<file path="src/rtl/uart_pkg.sv">
// Shared UART definitions for the receiver and the transmitter.
//   uart_state_e : frame state encoding. PARITY exists only when
//                  UART_RX_PARITY_EN is defined.
//   uart_div     : clock cycles per bit (integer division).
//   uart_mid     : counter value at which a bit is sampled.
package uart_pkg;

    typedef enum logic [2:0] {
        IDLE,
        START,
        DATA,
`ifdef UART_RX_PARITY_EN
        PARITY,
`endif
        STOP
    } uart_state_e;

    function automatic int uart_div(input int clk_hz, input int baud);
        return clk_hz / baud;
    endfunction

    function automatic int uart_mid(input int div);
        return div / 2;
    endfunction

endpackage

</file>
<file path="src/rtl/uart_baud_cnt.sv">
// Bit-period counter, shared by the receiver and the transmitter.
// Counts 0..P_DIV-1 and wraps, so mid strobes recur once per bit.
//   clk, rst : clock, async active-high reset
//   load     : clear the count (bit timing restarts from 0)
//   mid      : one-cycle strobe at count P_DIV/2
//   bit_end  : one-cycle strobe at count P_DIV-1
module uart_baud_cnt
    import uart_pkg::*;
#(
    parameter int P_DIV = 16
) (
    input  logic clk,
    input  logic rst,
    input  logic load,
    output logic mid,
    output logic bit_end
);
    localparam int MID = uart_mid(P_DIV);
    localparam int CW  = (P_DIV > 2) ? $clog2(P_DIV) : 1;

    logic [CW-1:0] cnt;

    always_ff @(posedge clk or posedge rst) begin
        if (rst)
            cnt <= '0;
        else if (load || bit_end)
            cnt <= '0;
        else
            cnt <= cnt + 1'b1;
    end

    assign mid     = (cnt == CW'(MID));
    assign bit_end = (cnt == CW'(P_DIV - 1));
endmodule

</file>
<file path="src/rtl/uart_rx.sv">
// UART receiver: start, P_UART_DATAWIDTH data bits LSB first, optional even
// parity bit (macro UART_RX_PARITY_EN), P_UART_STOPWIDTH stop bits.
//   i_clk, i_rst    : clock, async active-high reset
//   i_uart_rx       : serial line (asynchronous, idle high)
//   o_user_rx_data  : last good frame's data, held until the next good frame
//   o_user_rx_valid : one-cycle pulse on a good frame
//   o_rx_frame_err  : one-cycle pulse on a low stop bit
//   o_rx_parity_err : one-cycle pulse on parity mismatch (0 without parity)
module uart_rx
    import uart_pkg::*;
#(
    parameter int P_SYSTEM_CLK     = 50_000_000,
    parameter int P_UART_BUADRATE  = 9600,
    parameter int P_UART_DATAWIDTH = 8,
    parameter int P_UART_STOPWIDTH = 1
) (
    input  logic                        i_clk,
    input  logic                        i_rst,
    input  logic                        i_uart_rx,
    output logic [P_UART_DATAWIDTH-1:0] o_user_rx_data,
    output logic                        o_user_rx_valid,
    output logic                        o_rx_frame_err,
    output logic                        o_rx_parity_err
);
    localparam int DIV = uart_div(P_SYSTEM_CLK, P_UART_BUADRATE);
    localparam int BW  = (P_UART_DATAWIDTH > 1) ? $clog2(P_UART_DATAWIDTH) : 1;

    // rx_meta/rx_sync form the synchronizer; rx_prev only delays rx_sync
    // for edge detection. All reset high so reset never looks like a start.
    // A line left low after a frame error keeps rx_prev low, so no new
    // start is seen until the line has returned high.
    logic rx_meta, rx_sync, rx_prev, fall;

    always_ff @(posedge i_clk or posedge i_rst) begin
        if (i_rst) begin
            rx_meta <= 1'b1;
            rx_sync <= 1'b1;
            rx_prev <= 1'b1;
        end else begin
            rx_meta <= i_uart_rx;
            rx_sync <= rx_meta;
            rx_prev <= rx_sync;
        end
    end

    assign fall = rx_prev & ~rx_sync;

    logic baud_load, baud_mid, baud_end_unused;

    // The end strobe serves the transmitter; the receiver works on mid only.
    uart_baud_cnt #(.P_DIV(DIV)) u_baud (
        .clk     (i_clk),
        .rst     (i_rst),
        .load    (baud_load),
        .mid     (baud_mid),
        .bit_end (baud_end_unused)
    );

    uart_state_e                 state, state_nxt;
    logic [P_UART_DATAWIDTH-1:0] shreg;
    logic [BW-1:0]               bit_idx;
    logic                        stop_idx, frame_bad, stop_bad_now;
    logic                        data_last, stop_last, parity_flag;

    assign data_last    = (bit_idx == BW'(P_UART_DATAWIDTH - 1));
    assign stop_last    = (stop_idx == 1'(P_UART_STOPWIDTH - 1));
    assign stop_bad_now = frame_bad | ~rx_sync;

`ifdef UART_RX_PARITY_EN
    logic parity_bad;
    assign parity_flag = parity_bad;
`else
    assign parity_flag     = 1'b0;
    assign o_rx_parity_err = 1'b0;
`endif

    always_ff @(posedge i_clk or posedge i_rst) begin
        if (i_rst) state <= IDLE;
        else       state <= state_nxt;
    end

    always_comb begin
        state_nxt = state;
        baud_load = 1'b0;
        case (state)
            IDLE: begin
                // Counter held at 0 so bit timing starts at the edge.
                baud_load = 1'b1;
                if (fall) state_nxt = START;
            end
            START:  if (baud_mid) state_nxt = rx_sync ? IDLE : DATA;
            DATA:   if (baud_mid && data_last)
`ifdef UART_RX_PARITY_EN
                        state_nxt = PARITY;
            PARITY: if (baud_mid) state_nxt = STOP;
`else
                        state_nxt = STOP;
`endif
            // Leave at the mid sample so the next start edge is not missed.
            STOP:   if (baud_mid && stop_last) state_nxt = IDLE;
            default: state_nxt = IDLE;
        endcase
    end

    always_ff @(posedge i_clk or posedge i_rst) begin
        if (i_rst) begin
            shreg           <= '0;
            bit_idx         <= '0;
            stop_idx        <= 1'b0;
            frame_bad       <= 1'b0;
            o_user_rx_data  <= '0;
            o_user_rx_valid <= 1'b0;
            o_rx_frame_err  <= 1'b0;
`ifdef UART_RX_PARITY_EN
            parity_bad      <= 1'b0;
            o_rx_parity_err <= 1'b0;
`endif
        end else begin
            o_user_rx_valid <= 1'b0;
            o_rx_frame_err  <= 1'b0;
`ifdef UART_RX_PARITY_EN
            o_rx_parity_err <= 1'b0;
`endif
            case (state)
                IDLE: begin
                    bit_idx   <= '0;
                    stop_idx  <= 1'b0;
                    frame_bad <= 1'b0;
`ifdef UART_RX_PARITY_EN
                    parity_bad <= 1'b0;
`endif
                end
                DATA: if (baud_mid) begin
                    shreg   <= {rx_sync, shreg[P_UART_DATAWIDTH-1:1]};
                    bit_idx <= bit_idx + 1'b1;
                end
`ifdef UART_RX_PARITY_EN
                // Even parity: data bits plus parity bit hold an even count of 1s.
                PARITY: if (baud_mid) parity_bad <= (rx_sync != ^shreg);
`endif
                STOP: if (baud_mid) begin
                    stop_idx  <= stop_idx + 1'b1;
                    frame_bad <= stop_bad_now;
                    if (stop_last) begin
                        if (!stop_bad_now && !parity_flag) begin
                            o_user_rx_data  <= shreg;
                            o_user_rx_valid <= 1'b1;
                        end else begin
                            o_rx_frame_err  <= stop_bad_now;
`ifdef UART_RX_PARITY_EN
                            o_rx_parity_err <= parity_bad;
`endif
                        end
                    end
                end
                default: ;
            endcase
        end
    end
endmodule

</file>
<file path="config.mk">
export PLATFORM = sky130hd
export DESIGN_NAME = uart_rx
export DESIGN_NICKNAME = d
export VERILOG_FILES = /design/src/rtl/uart_pkg.sv /design/src/rtl/uart_baud_cnt.sv /design/src/rtl/uart_rx.sv
export SDC_FILE = /design/constraint.sdc
export NUM_CORES = 1
export LEC_CHECK = 0
export BUFFER_PORTS_ARGS = -buffer_cell sky130_fd_sc_hd__buf_2
export CAP_MARGIN = 10
export CORE_MARGIN = 2
export CORE_UTILIZATION = 55
export CTS_BUF_LIST = sky130_fd_sc_hd__clkbuf_2 sky130_fd_sc_hd__clkbuf_4 sky130_fd_sc_hd__clkbuf_8
export DETAILED_ROUTE_END_ITERATION = 10
export PLACE_DENSITY = 0.73
export SETUP_SLACK_MARGIN = 0.4
export SLEW_MARGIN = 30
export SYNTH_ARGS = -nofsm -noshare
export SYNTH_HDL_FRONTEND = slang
export SYNTH_HIERARCHICAL = 1
export SYNTH_SLANG_ARGS = --single-unit
</file>
<file path="constraint.sdc">
create_clock -name i_clk -period 2.5 [get_ports i_clk]
set_input_delay 0.75 -clock i_clk [delete_from_list [all_inputs] [get_ports i_clk]]
set_output_delay 0.75 -clock i_clk [all_outputs]
set_load 0.05 [all_outputs]
</file>
* Yosys cells after proc, flatten, opt, wreduce, memory -nomap -nowiden
Cells that the tools add are included.
** Operators by class
- $add $sub $neg :: 3
- Equal/unequal tests :: 12
- Mux-type cells :: 22
- Bitwise gates (word level) :: 5
- Reductions and logical operators :: 11
** Operators by type and width (count)
- $mux 3 :: 5
- $add 13x1->13 const B :: 1
- $eq 13x12->1 const B :: 1
- $eq 13x13->1 const B :: 1
- $mux 13 :: 1
- $ne 2x2->1 const B :: 6
- $pmux 3 s4 :: 1
- $mux 1 :: 11
- $reduce_and 4->1 :: 2
- $eq 3x2->1 const B :: 2
- $pmux 3 s2 :: 1
- $reduce_and 2->1 :: 3
- $pmux 1 s2 :: 2
- $reduce_bool 2->1 :: 2
- $add 3x1->3 const B :: 1
- $eq 3x1->1 const B :: 1
- $eq 3x3->1 const B :: 1
- $logic_not 3->1 :: 1
- $not 1->1 :: 3
- $logic_and 1x1->1 :: 2
- $mux 2 :: 1
- $add 1x1->1 const B :: 1
- $and 1x1->1 :: 1
- $logic_or 1x1->1 :: 1
- $or 1x1->1 :: 1
** Storage, ports and cells
- Register bits after elaboration :: 42
- Input port bits :: 3
- Output and inout port bits :: 11
- Logic and storage cells :: 65

* Depth between registers and ports, before layout
Gate-level depths: netlist of the first run.
- Word-level depth :: 6
- Gate-level depth with buffers :: 8

* Modules after synthesis
The synthesis of the first run kept the hierarchy.
** By module, submodules not included
- uart_rx :: times used 1, cells each 84, area an instance 1151.1 um^2, sequential area each 704.4 um^2
- uart_baud_cnt :: times used 1, cells each 74, area an instance 728.2 um^2, sequential area each 325.3 um^2

* Least setup slack after synthesis of the first run
Ideal clock, no wire load.
- Path kind :: reg-to-reg
- From :: register u_baud.cnt[8]
- To :: register o_user_rx_data[0]
- Arrival :: 2.283 ns
- Data required time :: 2.375 ns
- Setup slack :: 0.092 ns
- Cell stages (with the launch flop) :: 7
- Path buffers :: 1
- Period minus slack after synthesis :: 2.408 ns
- Cells stage by stage :: dfrtp_1 -> or2_2 -> nor4_1 -> nand3_1 -> or3_1 -> buf_6 -> mux2_4
** On the way
- Cells in the longest elaborated chain, start to end :: 2
** Ends and longest elaborated chain
- from (decl) :: RTL line uart_baud_cnt.sv:21 : logic [CW-1:0] cnt;
- from (signal assigned) :: RTL line uart_baud_cnt.sv:29 : cnt <= cnt + 1'b1;
- $eq 13x12->1 :: RTL line uart_baud_cnt.sv:32 : assign mid = (cnt == CW'(MID));
- via baud_mid :: RTL line uart_rx.sv:48 : logic baud_load, baud_mid, baud_end_unused;
- $reduce_and 4->1 (no line)
- to (signal assigned) :: RTL line uart_rx.sv:146 : o_user_rx_data <= shreg;
- to (decl) :: RTL line uart_rx.sv:20 : output logic [P_UART_DATAWIDTH-1:0] o_user_rx_data,
The timed path passes the listed nets, and every way through them passes these cells.
A chain may end at the register's enable or synchronous reset.

* Worst setup path after layout of the first run
- From :: register u_baud.cnt[8]
- To :: register o_user_rx_data[5]
Same word-level chain as after synthesis.

==> summary.md, run 1 <==
| Metric | Value |
|---|---|
| Status | `finished, final reports clean` |
| Post-CTS Hold Fix Bufs | `0` |
| Crit path buf inv count | `0` |
| Die height | `62.4 um` |
| Crit-path max cell delay | `0.46 ns` |
| Worst-path clk slew | `0.11 ns` |
| Iteration-0 DRC Markers | `80` |
| First-pass GRT wire length | `~5.4 mm` |
| Vias in the first global route | `around 1,200` |
| Core Footprint | `3310 um2` |
| Synthesized instance count | `about 160` |
| Worst Reg-to-Reg Cells | `5` |
| CP arrival | `approximately 2.4 ns` |
| Slowest-stage cell, CP | `dfrtp_2` |
| R2r endpoint | `o_user_rx_data[5]` |
| Placer Congestion | `0.808` |
| NumNets Final | `roughly 180` |
| Pint | `between 1 and 1.5 mW` |
| Period minus WS final | `around 2.1 ns` |
| Initial antenna violation count | `0` |
| Crit. End Element | `flip-flop` |
| Clock Tree Buf Depth | `2` |
| Critical R2R Launch | `u_baud/cnt[8]` |
| Final WL | `3.16 mm` |
| TritonCTS clock tree | `yes` |
| Lkg Pwr | `1.01 nW` |
| Fill count | `between 200 and 300` |
| TritonCTS Sinks | `41` |
| Unrepaired setup endpoints after global routing | `true` |
| Cell area after synthesis | `1870 um2` |
| Max-slew violation count | `0` |
| Largest net degree at the start of global routing | `22` |
| CP delay by family, top | `simple AND/OR/NAND/NOR gates` |
| Buffers on Ports | `12` |
| Peak supply drop | `around 0.00045 V` |
| Vias | `1,230` |
| Hold path depth | `0` |
| Seq pwr share | `0.541` |
| Worst EP required | `~2.7 ns` |
| Root Driver | `clkbuf_4` |
| Clock latency on the worst-skew pair | `0.36 ns` |
| Worst slew margin | `0.506` |
| Tcrit/Tclk final | `0.843` |
| Clk pwr share | `0.326` |
| Area Overhead vs Synth | `13.1%` |
| Ant diodes | `0` |
| Router iterations before antenna repair | `4` |
| Die Wd | `approximately 62 um` |
| Synth Area per Inst | `11.9 um2` |
| WL/cell | `~14 um` |
| CTS H-tree lvls | `2` |
| Fraction of layout cells with a size suffix above 1 | `0.354` |
| Remaining antenna violation count | `0` |
| Post-synthesis net count | `approximately 160` |
| Pwr Total | `approximately 1.4 mW` |
| R2R Setup Slk | `0.39 ns` |
| Worst-Margin Slew | `0.740 ns` |
| Full die area | `3890 um2` |
| Drt drc | `0` |
| I/O pins | `14` |
| Net Sw Frac | `0.264` |
| Final setup viols | `0` |
| All-Layer GR Usage | `0.179` |
| Initial Utilization | `0.566` |
| Overflow after GRT | `0` |
| Comb pwr share | `0.133` |
| Min-Delay Startpoint | `rx_meta` |
| CTS Buf Count | `5` |
| Hold Path Sink | `rx_sync` |
| DPL Wire Length | `2.14 mm` |
| Power Dens Cells | `667 nW/um2` |
| NetSw | `0.373 mW` |
| Max-cap violation count | `0` |
| Fin. Hold Viols | `0` |
| YS warnings | `6` |
| Skew final | `0.0106 ns` |
| Vias per Instance | `about 5.5` |
| CP Max Fanout | `7` |
| Register area | `1030 um2` |
| Hold crit path type | `reg2reg` |
| Crit path cell chain | `or2_2, nor4_4, nand3_2, or3_4, mux2_4` |
| CP Launch Type | `flip-flop` |
| Cell Rows | `21` |
| Multi-input gate area | `around 790 um2` |
| FMAX | `0.474 GHz` |
| Fin Setup TNS | `0 ns` |
| Critical path type | `reg2reg` |
[worst register-to-register path: cells and delay by family (launching register included)]
kind	cells	cell delay, ns
mux	1	0.32
flops	1	0.46
simple gates	4	1.22
[sequential cells by signal, summed over array words and instances (netlist names)]
signal and flops:
u_baud/cnt 13, o_user_rx_data 8, shreg 8, bit_idx 3
state 2, frame_bad 1, o_rx_frame_err 1, o_user_rx_valid 1
rx_meta 1, rx_prev 1, rx_sync 1, stop_idx 1
[placed cells by master (no fill, tap or decap), drive strengths merged, types with 3 or more instances in the layout]
cell / count
nand2: 10
ha: 4
inv: 13
buf: 18
a21oi: 8
dfstp: 3
nand3: 8
o21ai: 10
nor2: 5
nand4: 3
mux2: 16
dfrtp: 38
clkbuf: 7
or3: 6
o31ai: 5
or4: 4
[worst max path at each step]
stage | startpoint | depth (start not counted) | slack [ns] | to
3_5_place_dp | u_baud/cnt[0] | 7 | 0.22 | o_user_rx_data[2]
4_1_cts | u_baud/cnt[0] | 7 | 0.39 | o_user_rx_data[5]
2_1_floorplan | u_baud/cnt[0] | 8 | 0.41 | o_user_rx_data[0]
5_1_grt | u_baud/cnt[1] | 7 | 0.31 | o_user_rx_data[7]
3_3_place_gp | u_baud/cnt[0] | 7 | 0.26 | o_user_rx_data[5]
6_report | u_baud/cnt[8] | 5 | 0.39 | o_user_rx_data[5]
[power groups by stage]
stage,Clock (mW),Combinational [mW],Sequential (mW)
floorplan,0,0.133,0.763
finish,0.461,0.187,0.764
CTS,0.471,0.163,0.764
detailed placement,0,0.162,0.777
global route,0.500,0.216,0.772
global placement,0,0.151,0.772
[layer usage]
metal,vias up,GRT usage,wire length [um]
li1,599,-,-
met1,604,0.247,1580
met2,20,0.268,1440
met3,7,0.0489,94
met4,0,0.0750,51
met5,-,0,0
[layout make-up]
| class | instances | area share |
|---|---|---|
| inverter | 13 | 0.0230 |
| clock inverter | 1 | 0.0142 |
| multi-input combinational | 98 | 0.372 |
| sequential | 41 | 0.487 |
| tap | 46 | 0.0272 |
| timing repair buffer | 18 | 0.0496 |
| clock buffer | 7 | 0.0278 |
[repair_timing]
item,4_1_cts,5_1_grt
buffers inserted,0,2
gates cloned,0,1
setup endpoints to repair,8,9
gates resized for setup,1,5
pin swaps,1,3
[metrics by stage]
step                instance area [um2]  instances  hold WS [ns]  worst slack (ns)  utilization
floorplan                          1890        157         0.345             0.412            -
finish                             2120        224         0.371             0.392        0.640
global placement                   1990        213         0.347             0.260        0.601
CTS                                2080        221         0.372             0.393        0.629
detailed placement                 1990        213         0.349             0.215        0.601
global route                       2120        224         0.370             0.308        0.640
Power figures use the tool's default switching activity.
==> run 2, diff against run 1 <==
--- a/config.mk
+++ b/config.mk
@@ -8,10 +8,10 @@
 export BUFFER_PORTS_ARGS = -buffer_cell sky130_fd_sc_hd__buf_2
 export CAP_MARGIN = 10
 export CORE_MARGIN = 2
-export CORE_UTILIZATION = 55
+export CORE_UTILIZATION = 61
 export CTS_BUF_LIST = sky130_fd_sc_hd__clkbuf_2 sky130_fd_sc_hd__clkbuf_4 sky130_fd_sc_hd__clkbuf_8
 export DETAILED_ROUTE_END_ITERATION = 10
-export PLACE_DENSITY = 0.73
+export PLACE_DENSITY = 0.77
 export SETUP_SLACK_MARGIN = 0.4
 export SLEW_MARGIN = 30
 export SYNTH_ARGS = -nofsm -noshare
==> constraint.sdc (replaced) <==
create_clock -name i_clk -period 2.1 [get_ports i_clk]
set_input_delay 0.63 -clock i_clk [delete_from_list [all_inputs] [get_ports i_clk]]
set_output_delay 0.63 -clock i_clk [all_outputs]
set_load 0.05 [all_outputs]
==> run 2 against run 1 <==
Clock skew is 0.0056 ns higher. Final area is 12% higher. Core utilization is 16 points higher. Non-clock buffer count is 21 higher. Cell count is 3.1% higher. Via count is 12% higher. Register-to-register slack worse by 0.30 ns. First-iteration DRC count is 46% higher.
==> summary.md, run 2 (synthesis gave the netlist of run 1 again) <==
| Metric | Value |
|---|---|
| Status | `finished, final reports clean` |
| I/O pins | `14` |
| Drt drc | `0` |
| Root Driver | `clkbuf_4` |
| Net Sw Frac | `0.278` |
| Most frequent cells in the layout | `35 x dfrtp_1, 20 x buf_4, 12 x buf_2` |
| NetSw | `about 0.54 mW` |
| Final WL | `3.96 mm` |
| Pint | `1.40 mW` |
| CP Launch Type | `flip-flop` |
| Full die area | `3530 um2` |
| Max-cap violation count | `0` |
| Critical path type | `reg2reg` |
| Initial antenna violation count | `0` |
| Overflow after GRT | `0` |
| Global routing met1 resource utilization | `0.299` |
| Unrepaired setup endpoints after global routing | `true` |
| R2r endpoint | `o_user_rx_data[0]` |
| Vias | `between 1,000 and 1,500` |
| Max-slew violation count | `0` |
| Fraction of layout cells with a size suffix above 1 | `0.505` |
| Lkg Pwr | `about 1.1 nW` |
| Die height | `between 50 and 60 um` |
| DPL Wire Length | `between 2 and 2.5 mm` |
| Clock Tree Buf Depth | `2` |
| Seq pwr share | `0.471` |
| Worst-path clk slew | `0.13 ns` |
| Worst slew margin | `0.654` |
| Skew final | `0.0162 ns` |
| Router iterations before antenna repair | `4` |
| Period minus WS final | `2.00 ns` |
| TritonCTS Sinks | `41` |
| Area Overhead vs Synth | `26.6%` |
| CP Max Fanout | `5` |
| Die Wd | `59.4 um` |
| Finished Cell Area | `2370 um2` |
| Vias per Instance | `5.94` |
| All-Layer GR Usage | `0.250` |
| CTS H-tree lvls | `2` |
| Commonest non-fill, non-tap cell in the layout | `dfrtp_1` |
| Min setup slack post-route | `0.0954 ns` |
| Remaining antenna violation count | `0` |
| R2R Setup Slk | `around 0.095 ns` |
| Pre-CTS WS | `0.0318 ns` |
| NumNets Final | `204` |
| Initial Utilization | `0.629` |
| GRT busiest layer | `met2` |
| Iteration-0 DRC Markers | `around 120` |
| Fill count | `approximately 190` |
| Core Footprint | `between 2000 and 3000 um2` |
| Clk pwr share | `0.325` |
| Power Dens Cells | `818 nW/um2` |
| Top reg by flops | `u_baud/cnt` |
| Buffers on Ports | `12` |
| Fin. Hold Viols | `0` |
| Worst EP required | `around 2.3 ns` |
| Hold crit path type | `in2async` |
| FMAX | `0.499 GHz` |
| Clock latency on the worst-skew pair | `0.36 ns` |
| Pwr Total | `1.94 mW` |
| Crit. End Element | `flip-flop` |
| TritonCTS clock tree | `yes` |
| Critical R2R Launch | `u_baud/cnt[0]` |
| Placer Congestion | `0.792` |
| Max reg flops | `13` |
| First-pass GRT wire length | `6.47 mm` |
| Final setup viols | `0` |
| Largest net degree at the start of global routing | `29` |
| Peak supply drop | `0.000513 V` |
| Post-DP Area | `2040 um2` |
| CP arrival | `2.25 ns` |
| Ant diodes | `0` |
| Comb pwr share | `0.204` |
| Fin Setup TNS | `0 ns` |
| CTS Buf Count | `5` |
| Tcrit/Tclk final | `0.955` |
| Vias in the first global route | `around 1,400` |
| Worst Reg-to-Reg Cells | `8` |
| Post-layout util | `0.796` |
| Cell Rows | `20` |
| Met3 Track Usage GR | `0.0546` |
| Met2 GRT Util | `0.436` |
| Post-CTS Hold Fix Bufs | `0` |
| Worst-Margin Slew | `0.518 ns` |
| WL/cell | `17.1 um` |
| Largest registers | `u_baud/cnt: 13 flops, o_user_rx_data: 8 flops, shreg: 8 flops` |
==> run 2: layout make-up <==
class	instances	area (um2)	share of cell area
sequential	41	1030	0.436
timing repair buffer	39	289	0.122
multi-input combinational	97	856	0.361
clock inverter	3	65.1	0.0274
tap	33	41.3	0.0174
inverter	13	48.8	0.0206
clock buffer	5	37.5	0.0158
==> run 2: how the worst max path moves through the flow <==
stage / start / to / slack, ns
2_1_floorplan: u_baud/cnt[0] / o_user_rx_data[0] / 0.05
6_report: u_baud/cnt[0] / o_user_rx_data[0] / 0.1
3_5_place_dp: u_baud/cnt[0] / o_user_rx_data[0] / 0.03
3_3_place_gp: u_baud/cnt[6] / o_user_rx_data[2] / 0.09
4_1_cts: u_baud/cnt[0] / o_user_rx_data[0] / 0.09
5_1_grt: u_baud/cnt[1] / o_user_rx_data[2] / 0.003
==> run 2: layer usage <==
metal / up-vias / wire (um)
li1: 637 / -
met1: 693 / 1560
met2: 33 / 2200
met3: 10 / 121
met4: 0 / 76
met5: - / 0
==> run 2: through the flow <==
step | hold slack (ns) | std cells
after floorplan | 0.345 | 157
after global placement | 0.346 | 209
after detailed placement | 0.348 | 209
after CTS | 0.311 | 226
after global routing | 0.321 | 231
final | 0.286 | 231
==> run 2: power by group through the flow <==
stage               clock network, mW  logic [mW]  registers, mW
detailed placement                  0       0.257          0.910
global route                    0.680       0.431          0.920
CTS                             0.637       0.312          0.907
floorplan                           0       0.158          0.909
global placement                    0       0.244          0.907
finish                          0.631       0.396          0.913
==> run 2: worst max-delay path: stages (launching register included) <==
cell and delay (ns):
dfrtp_1 0.42, inv_2 0.06, ha_1 0.14, nand4bb_1 0.15
nor4_4 0.18, nand3_1 0.12, or3_4 0.37, buf_6 0.15
mux2_4 0.29
==> run 2: timing repair <==
item	4_1_cts	5_1_grt
setup buffers	9	4
gates resized for setup	14	26
pin swaps	4	4
cloned	0	1
setup endpoints to repair	34	36
==> run 3, diff against run 2 <==
--- a/config.mk
+++ b/config.mk
@@ -8,10 +8,10 @@
 export BUFFER_PORTS_ARGS = -buffer_cell sky130_fd_sc_hd__buf_2
 export CAP_MARGIN = 10
 export CORE_MARGIN = 2
-export CORE_UTILIZATION = 61
+export CORE_UTILIZATION = 55
 export CTS_BUF_LIST = sky130_fd_sc_hd__clkbuf_2 sky130_fd_sc_hd__clkbuf_4 sky130_fd_sc_hd__clkbuf_8
 export DETAILED_ROUTE_END_ITERATION = 10
-export PLACE_DENSITY = 0.77
+export PLACE_DENSITY = 0.73
 export SETUP_SLACK_MARGIN = 0.4
 export SLEW_MARGIN = 30
 export SYNTH_ARGS = -nofsm -noshare
==> constraint.sdc (replaced) <==
create_clock -name i_clk -period 1.8 [get_ports i_clk]
set_input_delay 0.54 -clock i_clk [delete_from_list [all_inputs] [get_ports i_clk]]
set_output_delay 0.54 -clock i_clk [all_outputs]
set_load 0.05 [all_outputs]
==> run 3 against run 2 <==
The flow now finishes with violations (setup timing). Setup slack got worse by 0.39 ns. First-iteration DRC count down 23%. Register-to-register slack worse by 0.39 ns. Power up 19%. Final area up 12%. Global-route usage fell by 1.4 points. Sequential power grew 13%. Wire length up 18%. Highest routed layer unchanged.
==> summary.md, run 3 (synthesis gave the netlist of run 1 again) <==
| Metric | Value |
|---|---|
| CP Max Fanout | `5` |
| Vias | `1,466` |
| Router iterations before antenna repair | `4` |
| Net Sw Frac | `0.288` |
| Max-cap violation count | `0` |
| WL/cell | `approximately 18 um` |
| Final WL | `between 4 and 5 mm` |
| Vias per Instance | `between 5 and 6` |
| Top reg by flops | `u_baud/cnt` |
| FMAX | `between 0.4 and 0.5 GHz` |
| Critical path type | `reg2reg` |
| Pint | `about 1.6 mW` |
| Die Wd | `62.4 um` |
| TritonCTS clock tree | `yes` |
| Cell Rows | `21` |
| Peak supply drop | `about 0.00075 V` |
| Most frequent cells in the layout | `38 x dfrtp_1, 33 x buf_4, 22 x buf_6` |
| I/O pins | `14` |
| Worst slew margin | `0.650` |
| CTS H-tree lvls | `2` |
| Max reg flops | `13` |
| Fin Hold WS | `approximately 0.2 ns` |
| Min setup slack post-route | `-0.295 ns` |
| Worst EP required | `roughly 2 ns` |
| Full die area | `3890 um2` |
| Status | `finished with violations` |
| Final setup viols | `23` |
| Worst-path clk slew | `0.13 ns` |
| Power Dens Cells | `874 nW/um2` |
| Crit. End Element | `flip-flop` |
| Clock latency on the worst-skew pair | `0.36 ns` |
| Commonest non-fill, non-tap cell in the layout | `dfrtp_1` |
| First-pass GRT wire length | `6.94 mm` |
| Initial antenna violation count | `0` |
| Hold crit path type | `in2async` |
| Drt drc | `0` |
| Remaining antenna violation count | `0` |
| DPL Wire Length | `2.70 mm` |
| Die height | `62.4 um` |
| Clk pwr share | `0.328` |
| NetSw | `0.668 mW` |
| Largest registers | `u_baud/cnt: 13 flops, o_user_rx_data: 8 flops, shreg: 8 flops` |
| NumNets Final | `223` |
| CP Launch Type | `flip-flop` |
| Iteration-0 DRC Markers | `90` |
| All-Layer GR Usage | `0.236` |
| Buffers on Ports | `12` |
| Core Footprint | `about 3300 um2` |
| CP arrival | `2.35 ns` |
| Tcrit/Tclk final | `1.16` |
| Initial Utilization | `0.566` |
| Placer Congestion | `0.851` |
| Max-slew violation count | `0` |
| Ant diodes | `0` |
| Root Driver | `clkbuf_4` |
| Seq pwr share | `0.443` |
| Largest net degree at the start of global routing | `29` |
| Fin. Hold Viols | `0` |
| Pre-CTS WS | `-0.262 ns` |
| Clock Tree Buf Depth | `2` |
| Area Overhead vs Synth | `41.5%` |
| Unrepaired setup endpoints after global routing | `true` |
| Vias in the first global route | `1,482` |
| CTS Buf Count | `5` |
| Failing checks | `setup timing` |
| Overflow after GRT | `0` |
| TritonCTS Sinks | `41` |
| Skew final | `0.0122 ns` |
| Comb pwr share | `0.229` |
| Period minus WS final | `about 2.1 ns` |
| Lkg Pwr | `1.24 nW` |
| Fraction of layout cells with a size suffix above 1 | `0.581` |
| Worst-Margin Slew | `roughly 0.52 ns` |
==> run 3: cell types whose count changed in the layout (fill, tap and decap cells not counted), sizes merged <==
cell | previous run | this run
buf | 39 | 58
clkinv | 1 | 0
inv | 13 | 14
==> run 3: per-stage QoR <==
step / cell area (um2) / std cells / TNS [ns] / utilization / power [mW]
finish: 2650 / 263 / -4.37 / 0.801 / 2.32
detailed placement: 2170 / 233 / -2.41 / 0.654 / 1.42
CTS: 2510 / 253 / -2.03 / 0.758 / 2.19
floorplan: 1920 / 157 / -2.16 / - / 1.26
global placement: 2170 / 233 / -1.41 / 0.654 / 1.39
global route: 2650 / 263 / -6.12 / 0.801 / 2.43
==> run 3: worst max-delay path, stage by stage, from the launching register on <==
cell and delay (ns):
dfrtp_1 0.42, nand4b_1 0.25, nor4_4 0.33, nand3_1 0.16
or3_4 0.39, buf_8 0.16, mux2_4 0.30
==> run 3: timing repair <==
| item | CTS | global route |
|---|---|---|
| pin swaps | 6 | 1 |
| hold buffers | 0 | 0 |
| gates cloned | 1 | 1 |
| setup buffers | 11 | 9 |
| resized for setup | 46 | 23 |
| endpoints found under the setup margin | 46 | 47 |
==> run 3: final cells by class <==
type                    count  area (um2)
clock buffers               5        37.5
clock inverters             3        68.8
fillers                   200         659
inverters                  13        48.8
multi-input cells          97         888
flip-flops and latches     41        1030
well taps                  46        57.6
repair buffers             58         520
==> run 3: power groups by stage <==
stage	sequential [mW]	clock (mW)	combinational (mW)
2_1_floorplan	1.06	0	0.192
3_3_place_gp	1.03	0	0.359
3_5_place_dp	1.03	0	0.383
4_1_cts	1.02	0.765	0.406
5_1_grt	1.03	0.828	0.566
6_report	1.03	0.759	0.531
==> run 3: routing by layer <==
metal | wire length, um | part of all wire | track usage | vias to the layer above
li1 | - | - | - | 670
met2 | 2410 | 0.52 | 0.404 | 45
met3 | 215 | 0.046 | 0.0598 | 12
met1 | 1950 | 0.42 | 0.295 | 739
met4 | 99 | 0.021 | 0.0750 | 0
met5 | 0 | 0 | 0 | -
==> run 3: path summary, 6_finish.rpt <==
path                                    start           endpoint  cells after the start  slack, ns
worst min register to register        rx_meta            rx_sync                      0       0.37
worst min-delay path                    i_rst      u_baud/cnt[6]                      2       0.20
worst max register to register  u_baud/cnt[6]  o_user_rx_data[6]                      6      -0.29
worst max-delay path            u_baud/cnt[6]  o_user_rx_data[6]                      6      -0.29
max in group asynchronous               i_rst     u_baud/cnt[12]                      2       1.24
min in group i_clk                  i_uart_rx            rx_meta                      1       0.26
